<file path="src/rtl/riscv_mem_pkg.sv">
// rtl/riscv_mem_pkg.sv - shared types for the instruction/data memory port arbiter
package riscv_mem_pkg;

  typedef enum logic [1:0] {IDLE, REQ, WAIT, RESP} arb_state_t;

  typedef enum logic {OWN_IF, OWN_D} owner_t;

  // Byte enables for one 32-bit word; fetches always read whole words.
  localparam logic [3:0] BE_FULL = 4'hF;

endpackage

</file>
<file path="src/rtl/mem_arb_prio.sv">
// rtl/mem_arb_prio.sv - data-first winner select with a fetch starvation guard
module mem_arb_prio #(
  parameter int STARVE_MAX = 4
) (
  input  logic clk,
  input  logic rst,
  input  logic if_req,
  input  logic d_req,
  input  logic grant_en,
  output logic sel_if,
  output logic sel_d
);

  localparam int CW = $clog2(STARVE_MAX + 1);

  logic [CW-1:0] starve_cnt;
  logic          starved;

  assign starved = (starve_cnt == CW'(STARVE_MAX));
  assign sel_if  = grant_en & if_req & (~d_req | starved);
  assign sel_d   = grant_en & d_req & ~sel_if;

  // Counts data grants that overtook a waiting fetch; saturates at STARVE_MAX.
  always_ff @(posedge clk) begin
    if (rst) begin
      starve_cnt <= '0;
    end else if (grant_en) begin
      if (sel_if || !if_req) begin
        starve_cnt <= '0;
      end else if (sel_d && !starved) begin
        starve_cnt <= starve_cnt + CW'(1);
      end
    end
  end

endmodule

</file>
<file path="src/rtl/mem_port_arbiter.sv">
// rtl/mem_port_arbiter.sv - shares one memory port between fetch and load/store requesters
module mem_port_arbiter
  import riscv_mem_pkg::*;
#(
  parameter int AW         = 32,
  parameter int DW         = 32,
  parameter int STARVE_MAX = 4,
  parameter int TIMEOUT    = 64
) (
  input  logic            clk,
  input  logic            rst,
  input  logic            if_req,
  input  logic [AW-1:0]   if_addr,
  output logic            if_gnt,
  output logic            if_rvalid,
  output logic [DW-1:0]   if_rdata,
  output logic            if_err,
  input  logic            d_req,
  input  logic            d_we,
  input  logic [AW-1:0]   d_addr,
  input  logic [DW-1:0]   d_wdata,
  input  logic [DW/8-1:0] d_be,
  output logic            d_gnt,
  output logic            d_rvalid,
  output logic [DW-1:0]   d_rdata,
  output logic            d_err,
  output logic            mem_req,
  output logic            mem_we,
  output logic [AW-1:0]   mem_addr,
  output logic [DW-1:0]   mem_wdata,
  output logic [DW/8-1:0] mem_be,
  input  logic            mem_gnt,
  input  logic            mem_rvalid,
  input  logic [DW-1:0]   mem_rdata
);

  localparam int BW = DW / 8;
  localparam int TW = $clog2(TIMEOUT + 1);

  arb_state_t      state, state_n;
  owner_t          owner;
  logic            lat_we;
  logic [AW-1:0]   lat_addr;
  logic [DW-1:0]   lat_wdata;
  logic [BW-1:0]   lat_be;
  logic [DW-1:0]   rdata_q;
  logic            err_q;
  logic [TW-1:0]   tmo_cnt;
  logic            sel_if, sel_d, grant_en;
  logic            busy, mem_done, tmo_hit, resp_if, resp_d;

  // Response pulses are registered, so grants wait until the pulse has left the port.
  assign grant_en = ~rst & (state == IDLE) & ~if_rvalid & ~d_rvalid;
  assign busy     = (state == REQ) || (state == WAIT);
  assign mem_done = ((state == REQ) && mem_gnt && mem_rvalid) || ((state == WAIT) && mem_rvalid);
  assign tmo_hit  = busy && (tmo_cnt == TW'(TIMEOUT - 1));
  assign resp_if  = (state == RESP) && (owner == OWN_IF);
  assign resp_d   = (state == RESP) && (owner == OWN_D);

  mem_arb_prio #(.STARVE_MAX(STARVE_MAX)) u_prio (
    .clk      (clk),
    .rst      (rst),
    .if_req   (if_req),
    .d_req    (d_req),
    .grant_en (grant_en),
    .sel_if   (sel_if),
    .sel_d    (sel_d)
  );

  always_ff @(posedge clk) begin
    if (rst) state <= IDLE;
    else     state <= state_n;
  end

  always_comb begin
    state_n   = state;
    if_gnt    = sel_if;
    d_gnt     = sel_d;
    mem_req   = (state == REQ);
    mem_we    = lat_we;
    mem_addr  = lat_addr;
    mem_wdata = lat_wdata;
    mem_be    = lat_be;
    unique case (state)
      IDLE: if (sel_if || sel_d) state_n = REQ;
      REQ: begin
        if (mem_done || tmo_hit) state_n = RESP;
        else if (mem_gnt)        state_n = WAIT;
      end
      WAIT:    if (mem_done || tmo_hit) state_n = RESP;
      RESP:    state_n = IDLE;
      default: state_n = IDLE;
    endcase
  end

  always_ff @(posedge clk) begin
    if (rst) begin
      owner     <= OWN_IF;
      lat_we    <= 1'b0;
      lat_addr  <= '0;
      lat_wdata <= '0;
      lat_be    <= '0;
      rdata_q   <= '0;
      err_q     <= 1'b0;
      tmo_cnt   <= '0;
      if_rvalid <= 1'b0;
      if_rdata  <= '0;
      if_err    <= 1'b0;
      d_rvalid  <= 1'b0;
      d_rdata   <= '0;
      d_err     <= 1'b0;
    end else begin
      if (sel_if || sel_d) begin
        owner     <= sel_d ? OWN_D : OWN_IF;
        lat_we    <= sel_d & d_we;
        lat_addr  <= sel_d ? d_addr : if_addr;
        lat_wdata <= sel_d ? d_wdata : '0;
        lat_be    <= sel_d ? d_be : {(DW/32){BE_FULL}};
        rdata_q   <= '0;
        err_q     <= 1'b0;
        tmo_cnt   <= '0;
      end else if (busy) begin
        tmo_cnt <= tmo_cnt + TW'(1);
        if (mem_done) begin
          rdata_q <= lat_we ? '0 : mem_rdata;
        end else if (tmo_hit) begin
          rdata_q <= '0;
          err_q   <= 1'b1;
        end
      end
      if_rvalid <= resp_if;
      if_rdata  <= resp_if ? rdata_q : '0;
      if_err    <= resp_if & err_q;
      d_rvalid  <= resp_d;
      d_rdata   <= resp_d ? rdata_q : '0;
      d_err     <= resp_d & err_q;
    end
  end

endmodule
</file>
<file path="config.mk">
export PLATFORM = sky130hd
export DESIGN_NAME = mem_port_arbiter
export DESIGN_NICKNAME = d
export VERILOG_FILES = /design/src/rtl/riscv_mem_pkg.sv /design/src/rtl/mem_arb_prio.sv /design/src/rtl/mem_port_arbiter.sv
export SDC_FILE = /design/constraint.sdc
export NUM_CORES = 1
export LEC_CHECK = 0
export ABC_AREA = 1
export ABC_CLOCK_PERIOD_IN_PS = 1650
export CAP_MARGIN = 20
export CORE_MARGIN = 8
export CORE_UTILIZATION = 30
export DETAILED_ROUTE_END_ITERATION = 7
export PLACE_DENSITY_LB_ADDON = 0.05
export SYNTH_ARGS = -nofsm -noshare
export SYNTH_HDL_FRONTEND = slang
export SYNTH_SLANG_ARGS = --single-unit
</file>
<file path="constraint.sdc">
create_clock -name clk -period 1.65 [get_ports clk]
set_input_delay 0.2475 -clock clk [delete_from_list [all_inputs] [get_ports clk]]
set_output_delay 0.2475 -clock clk [all_outputs]
set_load 0.005 [all_outputs]
</file>
# After elaboration in Yosys (flattened, before gate mapping)
# Cells that the tools add are included.
# word_totals
reg_bits,183
word_cells,84
in_bits,139
output_inout_bits,140
# classes
add_sub_neg,2
n_bitwise,20
n_reduce_logical,24
n_eq_ne,8
n_mux,14
# ops
operator,n
32-bit two-way mux,5
1-bit bitwise AND,10
1-bit inverter,9
2-bit two-way mux,4
2-bit one-hot mux with 4 select lines,1
"7-bit by 1-bit adder with 7-bit output, second input constant",1
"7-bit by 6-bit == test with 1-bit output, second input constant",1
1-bit logical AND,7
3-bit two-way mux,2
3-bit AND reduction,2
2-bit OR reduction,3
1-bit logical OR,5
"2-bit == test, second input constant",2
4-bit two-way mux,1
"2-bit by 1-bit != test with 1-bit output, second input constant",2
2-bit AND reduction,2
2-bit nonzero test,2
"3-bit by 1-bit adder with 3-bit output, second input constant",1
"3-bit == test, second input constant",1
"3-bit by 1-bit != test with 1-bit output, second input constant",1
"2-bit by 1-bit == test with 1-bit output, second input constant",1
1-bit logical NOT,2
2-bit logical NOT,1
1-bit two-way mux,1
1-bit OR,1

# Depth between registers and ports, before layout
# Gate-level depths: netlist (run 1).
# logic_depth
depth_word,11
mapped_depth,14
depth_no_buf,12

# Hierarchy
# Synthesis (run 1) repeated with hierarchy kept, for this count alone.
# hier_totals
cells_unflattened,746
hier_area_um2,6523.8
# modules_own_cells
module,area_each_um2,seq_area_each_um2,cells_per_inst,n_inst
mem_port_arbiter,6319.8,3603.5,717,1
mem_arb_prio,203.9,60.1,29,1

# Least setup slack after synthesis (run 1)
# No wires, ideal clock.
# synth_path
kind,register to register
startpoint,register state[0]
endpoint,register rdata_q[1]
slack_ps,-101
setup_time_ps,132
path_stages_with_launch,11
period_less_slack_ps,1751
path_buffers,1
arrival_time_ps,1619
required_ps,1518
path_cell_list,dfxtp_1 > inv_1 > ha_1 > nand2_2 > nor2_4 > nand3_2 > nand2_2 > nand2_2 > clkbuf_1 > nand2_1 > a21oi_1
# synth_via
word_cells_on_any_way,22
cone_classes,eq/ne (2); mux (1); bitwise (8); reduce/logical (11)
# synth_lines
item,line,source
start: declaration,mem_port_arbiter.sv:40,"arb_state_t state, state_n;"
start signal: assignment,mem_port_arbiter.sv:72,else state <= state_n;
2-bit by 1-bit == test with 1-bit output or 2-bit == test (tied branches),mem_port_arbiter.sv:54,assign busy = (state == REQ) || (state == WAIT);
1-bit logical OR (*),mem_port_arbiter.sv:54,
via busy,mem_port_arbiter.sv:50,"logic busy, mem_done, tmo_hit, resp_if, resp_d;"
1-bit logical AND,mem_port_arbiter.sv:56,assign tmo_hit = busy && (tmo_cnt == TW'(TIMEOUT - 1));
2-bit nonzero test (no source line),-,
2-bit AND reduction (no source line) (*),-,
end signal: assignment,mem_port_arbiter.sv:125,rdata_q <= lat_we ? '0 : mem_rdata;
end: declaration,mem_port_arbiter.sv:46,logic [DW-1:0] rdata_q;
# Mark *: on every way through the listed nets, which the timed path passes. The rest lies on a longest branch.
# A chain may end at the register's enable or synchronous reset.

# Worst setup path in the final report (run 1)
# layout_path
startpoint,register state[0]
endpoint,"register lat_addr[10], in the netlist mem_addr[10]"
# layout_via
elab_chain_cells,9
word_cells_on_any_way,11
cone_classes,mux (1); bitwise (8); reduce/logical (2)
# layout_lines
item,line,source
2-bit logical NOT (*),mem_port_arbiter.sv:53,assign grant_en = ~rst & (state == IDLE) & ~if_rvalid & ~d_rvalid;
1-bit bitwise AND (*) (3 in a row),mem_port_arbiter.sv:53,
1-bit bitwise AND (2 in a row),mem_arb_prio.sv:20,assign sel_if = grant_en & if_req & (~d_req | starved);
1-bit inverter,mem_arb_prio.sv:21,assign sel_d = grant_en & d_req & ~sel_if;
1-bit bitwise AND,mem_arb_prio.sv:21,
32-bit two-way mux or 1-bit logical OR (tied branches),"mem_port_arbiter.sv:116, mem_port_arbiter.sv:113",
end signal: assignment,mem_port_arbiter.sv:116,lat_addr <= sel_d ? d_addr : if_addr;
end: declaration,mem_port_arbiter.sv:43,logic [AW-1:0] lat_addr;
# Every way passes the cells marked *; elsewhere a longest branch is shown, timed or not.

==> results of run 1 <==
==> cell type report <==
cell class              instances  area, um2
repair buffers                354       3800
clock buffers                  18        439
fillers                      2054      10100
well taps                     280        350
inverters                      89        349
flip-flops and latches        183       3670
clock inverters                13        134
multi-input cells             445       2760
==> critical path: cells and delay by family, from the launching register on <==
family	cells	cell delay (ns)
AO/OA/AOI/OAI	2	0.26
buffers and inverters	8	0.80
AND/OR/NAND/NOR	2	0.10
adder cells (fa/ha/maj)	1	0.16
flip-flops	1	0.34
==> timing repair <==
item / CTS / global route
buffers inserted: 14 / 9
pin swaps: 5 / 42
gates cloned: 8 / 3
endpoints found under the setup margin: 79 / 110
gates resized for setup: 64 / 86
==> worst max-delay path by stage <==
stage,from,to,slack (ns),cells past startpoint
finish,state[0],mem_addr[10],-0.12,13
global route,state[0],d_gnt,-0.22,9
CTS,state[0],d_gnt,-0.16,9
detailed placement,rst,d_gnt,-0.35,7
global placement,rst,d_gnt,-0.35,7
floorplan,state[1],rdata_q[25],0.001,9
==> cell usage after synthesis <==
master,number
clkbuf_1,29
o21ai_0,5
a21oi_1,40
o211ai_1,1
buf_4,5
nor3_1,2
xnor2_1,2
nand2_2,5
buf_6,5
o21a_1,31
nand4_1,1
inv_2,2
dfxtp_1,183
a32o_1,33
clkinv_2,1
nor3b_1,1
nand3_1,71
inv_1,86
nor2_1,84
ha_1,8
xor2_1,3
buf_2,7
buf_1,1
nor2_4,3
o211ai_2,1
nand3_2,1
nand2_1,152
a211oi_1,1
==> where the power goes <==
| group | internal (uW) | switching [uW] |
|---|---|---|
| clock network | 2040 | 1900 |
| registers | 4810 | 197 |
| logic | 2610 | 2170 |
| total | 9460 | 4270 |
==> metal layers <==
layer / routed length (um) / share of wire, % / vias up
met5: 13 / 0.060 / -
met4: 193 / 0.89 / 2
met3: 2000 / 9.2 / 12
met2: 10300 / 47 / 181
met1: 9250 / 43 / 2787
li1: - / - / 3104
==> flip-flops by register name (all words and copies together), names as in the netlist <==
name / flops
d_rdata: 32
if_rdata: 32
mem_addr: 32
mem_wdata: 32
rdata_q: 32
tmo_cnt: 7
mem_be: 4
u_prio.starve_cnt: 3
state: 2
d_err: 1
d_rvalid: 1
err_q: 1
if_err: 1
if_rvalid: 1
mem_we: 1
owner: 1
==> stage by stage <==
stage          cells  hold slack [ns]
2_1_floorplan    764            0.361
3_3_place_gp    1324            0.427
3_5_place_dp    1324            0.434
4_1_cts         1376            0.370
5_1_grt         1382            0.387
6_report        1382            0.382
==> logic make-up (layout without fill, tap and decap cells) <==
| family | after synthesis | in the layout | share of synthesized area [%] |
|---|---|---|---|
| buffers and inverters | 136 | 474 | 8.82 |
| xor gates and xnor gates | 5 | 5 | 0.670 |
| and+or+nand+nor | 320 | 320 | 20.5 |
| AOI/OAI and AO/OA | 112 | 112 | 12.5 |
| DFF | 183 | 183 | 56.0 |
| adders and majority gates | 8 | 8 | 1.53 |
==> impl_metrics.ini, run 1 <==
[final_layout]
final_cell_mix = clkdlybuf4s50_1, dfxtp_1, nand2_1
n_antenna_cell = 0
final_area_um2 = 11500
area_growth_pct = 75.8
layout_commonest_cell = clkdlybuf4s50_1
drive_gt1_share_pct = 18.1
nets = 1237
utilization_pct = 53.2

[worst_setup_path]
crit_required_ns = 1.97
crit_arrival_ns = 2.09
crit_path_end_kind = register
critPathMaxStageDelay_ns = 0.34
start_kind = register
r2r_cells = 13
reg2reg_slack_ns = -0.12
slowest_stage = dfxtp_2
crit_path_cell_trace = inv_2, ha_4, inv_2, nor2_4, buf_4, buf_4, o211ai_4, inv_4, buf_4, buf_16, o21a_1, nand2_1, inv_1
critPathKind = register to register
r2r-end = mem_addr[10]
r2r-start = state[0]
cp_max_fo = 7
worst_path_most_repeated_cell = buf_4

[grt]
grt_max_degree = 41
busiest_layer = met2
grtUsageMet1_pct = 18.4
grt_overflow = 0
grtUsageTotal_pct = 15.4
grt_pass1_vias = 5994
met2_usage_pct = 24.8
antenna_found_initial = 1
gr-usage-met3_pct = 7.36
grt_first_pass_wirelength_um = 32300

[status]
violations = setup timing
status = finished, violations left

[die]
die_w_um = 164
die-area_um2 = 26800
initial_core_util_pct = 30.2
ios = 279
dieHeight_um = 164
row_count = 54
coreArea_um2 = 21600

[placed_design]
dp_hpwl_um = 14700
port_buffers = 278
gp_congestion = 0.733
pre_cts_ws_ns = -0.353
place_area_um2 = 9980

[synthesis]
synthCells = 764
ys_top_cells_by_area = dfxtp_1, nand2_1, nand3_1
syn_nets = 911
synth-seq-cells = 183
avgSynthCellArea_um2 = 8.56
yosysSeqAreaShare_pct = 56.0
synth_area_leader_cell = dfxtp_1
synth_top_area_share_pct = 56.0
synth_area_um2 = 6540
ys_warn_count = 0
ys_types = 28

[worst_hold_path]
min_from = d_addr[21]
hold_depth = 3
whs_endpoint = mem_addr[21]
hp-class = input pin to register

[power]
leakage_uw = 0.00438
peakVddDrop_v = 0.000699
cellPowerDensity_nw_per_um2 = 1190
totalPowerFinal_uw = 13700

[sta]
relSlewSlack_pct = 74.4
finalCritPeriodShare_pct = 107
setup_viol = 49
tightestPinTransition_ns = 0.385
period_minus_slack_ns = 1.77
finClkSkew_ns = 0.0151
worst_slack_ns = -0.120
fmax_ghz = 0.565
drv_slew = 0
fin_setup_tns_ns = -3.44
rsz0062_at_grt = yes
hold_viol = 0

[route]
finalWirelength_um = 21800
post_drt_wl_per_cell_um = 15.7
drcViolationCount = 0
ant_nets = 0
drtIter0Drc = 247
dr.pass1.iters = 4
vias_per_cell = 4.40
vias = 6086

[run]
maxCapViolCount = 0

[clock_tree]
cts_sinks = 183
htree_levels = 4
numCtsBuffers = 17
root_buffer = clkbuf_16
clk_latency_ns = 0.43
cts_tree = built
ctsLongestPathBuffers = 2
ctsHoldBuffers = 0
path_clk_slew_ns = 0.08
No activity file was read; power rests on OpenSTA's default activity.
==> inputs of run 2 (changes only) <==
Settings changed: CAP_MARGIN 20 to unset, GPL_TIMING_DRIVEN set to 0.
==> run 2 against run 1 <==
Net effect:
- the run still ends with setup timing left
- cell count rose by 1.8%
- sequential power barely moved
- total power rose by 3.1%
- register-to-register slack got worse by 0.09 ns
- critical path depth fell by 2
- count of clock-buffer cells in the layout rose by 1
- core utilization rose by 1.7 points
- final area rose by 3.1%
- sequential cell count did not move
- combinational power rose by 6.5%
- critical endpoint is now d_gnt
==> impl_metrics.ini, run 2 (same netlist as run 1, synthesis figures left out) <==
[status]
status = finished, violations left
violations = setup timing

[power]
internal_power_uw = 9650
cellPowerDensity_nw_per_um2 = 1190
leakage_uw = 0.00455
power_switching_share_pct = 31.8
seq_power_share_pct = 35.5
totalPowerFinal_uw = 14200
comb_power_share_pct = 35.9
p_clk_share_pct = 28.6
peakVddDrop_v = 0.000636
p_sw_uw = 4510

[worst_hold_path]
min_from = rst
hp-class = input pin to register
hold_depth = 2
whs_endpoint = state[0]

[sta]
worst_slack_ns = -0.314
finClkSkew_ns = 0.0110
finalCritPeriodShare_pct = 119
fmax_ghz = 0.509
rsz0062_at_grt = yes
tightestPinTransition_ns = 0.854
setup_viol = 75
hold_viol = 0
relSlewSlack_pct = 43.1
whs_ns = 0.0661
drv_slew = 0
period_minus_slack_ns = 1.96

[placed_design]
dp_hpwl_um = 16200
pre_cts_ws_ns = -0.752
port_buffers = 277
place_area_um2 = 9680
placed_cells = 1321
gp_congestion = 0.759

[route]
vias = 6228
dr.pass1.iters = 4
ant_nets = 0
post_drt_wl_per_cell_um = 16.5
vias_per_cell = 4.43
finalWirelength_um = 23200
drtIter0Drc = 185
drcViolationCount = 0

[die]
row_count = 54
die_w_um = 164
die-area_um2 = 26800
ios = 279
coreArea_um2 = 21600
dieHeight_um = 164
initial_core_util_pct = 30.2

[clock_tree]
path_clk_slew_ns = 0.07
clk_latency_ns = 0.43
cts_tree = built
root_buffer = clkbuf_16
numCtsBuffers = 17
ctsLongestPathBuffers = 2
cts_sinks = 183
htree_levels = 4

[worst_setup_path]
cp_max_fo = 3
crit_arrival_ns = 1.72
reg2reg_slack_ns = -0.21
crit_required_ns = 1.40
critPathKind = register to output pin
r2r-start = state[1]
start_kind = register
crit_path_end_kind = output pin
r2r_cells = 15
r2r-end = rdata_q[22]

[final_layout]
nets = 1262
stdcell_count = 1407
layout_commonest_cell = clkdlybuf4s50_1
final_area_um2 = 11900
drive_gt1_share_pct = 23.7
final_cell_mix = clkdlybuf4s50_1, dfxtp_1, nand2_1
n_antenna_cell = 0
area_growth_pct = 81.3

[run]
maxCapViolCount = 0

[grt]
grt_max_degree = 19
antenna_found_initial = 1
grtUsageTotal_pct = 16.5
grt_pass1_vias = 6324
grt_first_pass_wirelength_um = 34500
grt_overflow = 0
==> run 2: routing by layer <==
layer  track usage [%]  vias to the layer above  wire, um
met5                 0                        -         8
met4              4.50                        2       300
met3              7.33                       20      2160
met2              28.2                      201     11300
met1              18.4                     2845      9360
li1                  -                     3160         -
==> run 2: metrics by stage <==
step | TNS [ns] | utilization [%]
after floorplan | 0 | -
after global placement | -43.51 | 44.8
after detailed placement | -44.65 | 44.8
after CTS | -11.30 | 52.4
after global routing | -18.11 | 54.8
final | -9.71 | 54.8
==> run 2: layout make-up <==
| class | count | area (um2) |
|---|---|---|
| tap | 280 | 350 |
| clock inverter | 12 | 131 |
| buffer | 44 | 503 |
| clock buffer | 19 | 453 |
| fill | 2025 | 9760 |
| timing repair buffer | 335 | 3420 |
| multi-input combinational | 445 | 2970 |
| sequential | 183 | 3670 |
| inverter | 89 | 357 |
==> run 2: worst max-delay path by stage <==
stage	startpoint	to	slack (ns)	cells after the start
floorplan	state[1]	rdata_q[25]	0.001	9
global placement	state[1]	d_gnt	-0.76	11
detailed placement	state[1]	d_gnt	-0.75	11
CTS	state[0]	d_gnt	-0.37	11
global route	state[0]	d_gnt	-0.41	11
finish	state[0]	d_gnt	-0.31	11
==> run 2: worst max-delay path, cell delays in order (launching register included) <==
cell,delay [ns]
dfxtp_4,0.36
inv_4,0.06
ha_4,0.13
inv_2,0.04
nor2_4,0.10
nand2_4,0.07
nor2_4,0.12
nand2_4,0.08
inv_4,0.06
buf_8,0.09
buf_8,0.09
buf_6,0.08
==> run 2: repair_timing <==
action	in CTS	in global routing
setup buffers	39	16
resized for setup	192	113
hold buffers	0	0
gates cloned	8	3
pin swaps	24	42
endpoints found under the setup margin	126	173
==> run 2: power by group through the flow <==
stage	Clock, uW	Combinational [uW]	Sequential (uW)
final	4040	5090	5030
after global routing	4320	5520	5080
after CTS	4160	4570	5030
after detailed placement	0	3280	5110
after global placement	0	3300	5100
after floorplan	0	1650	5130
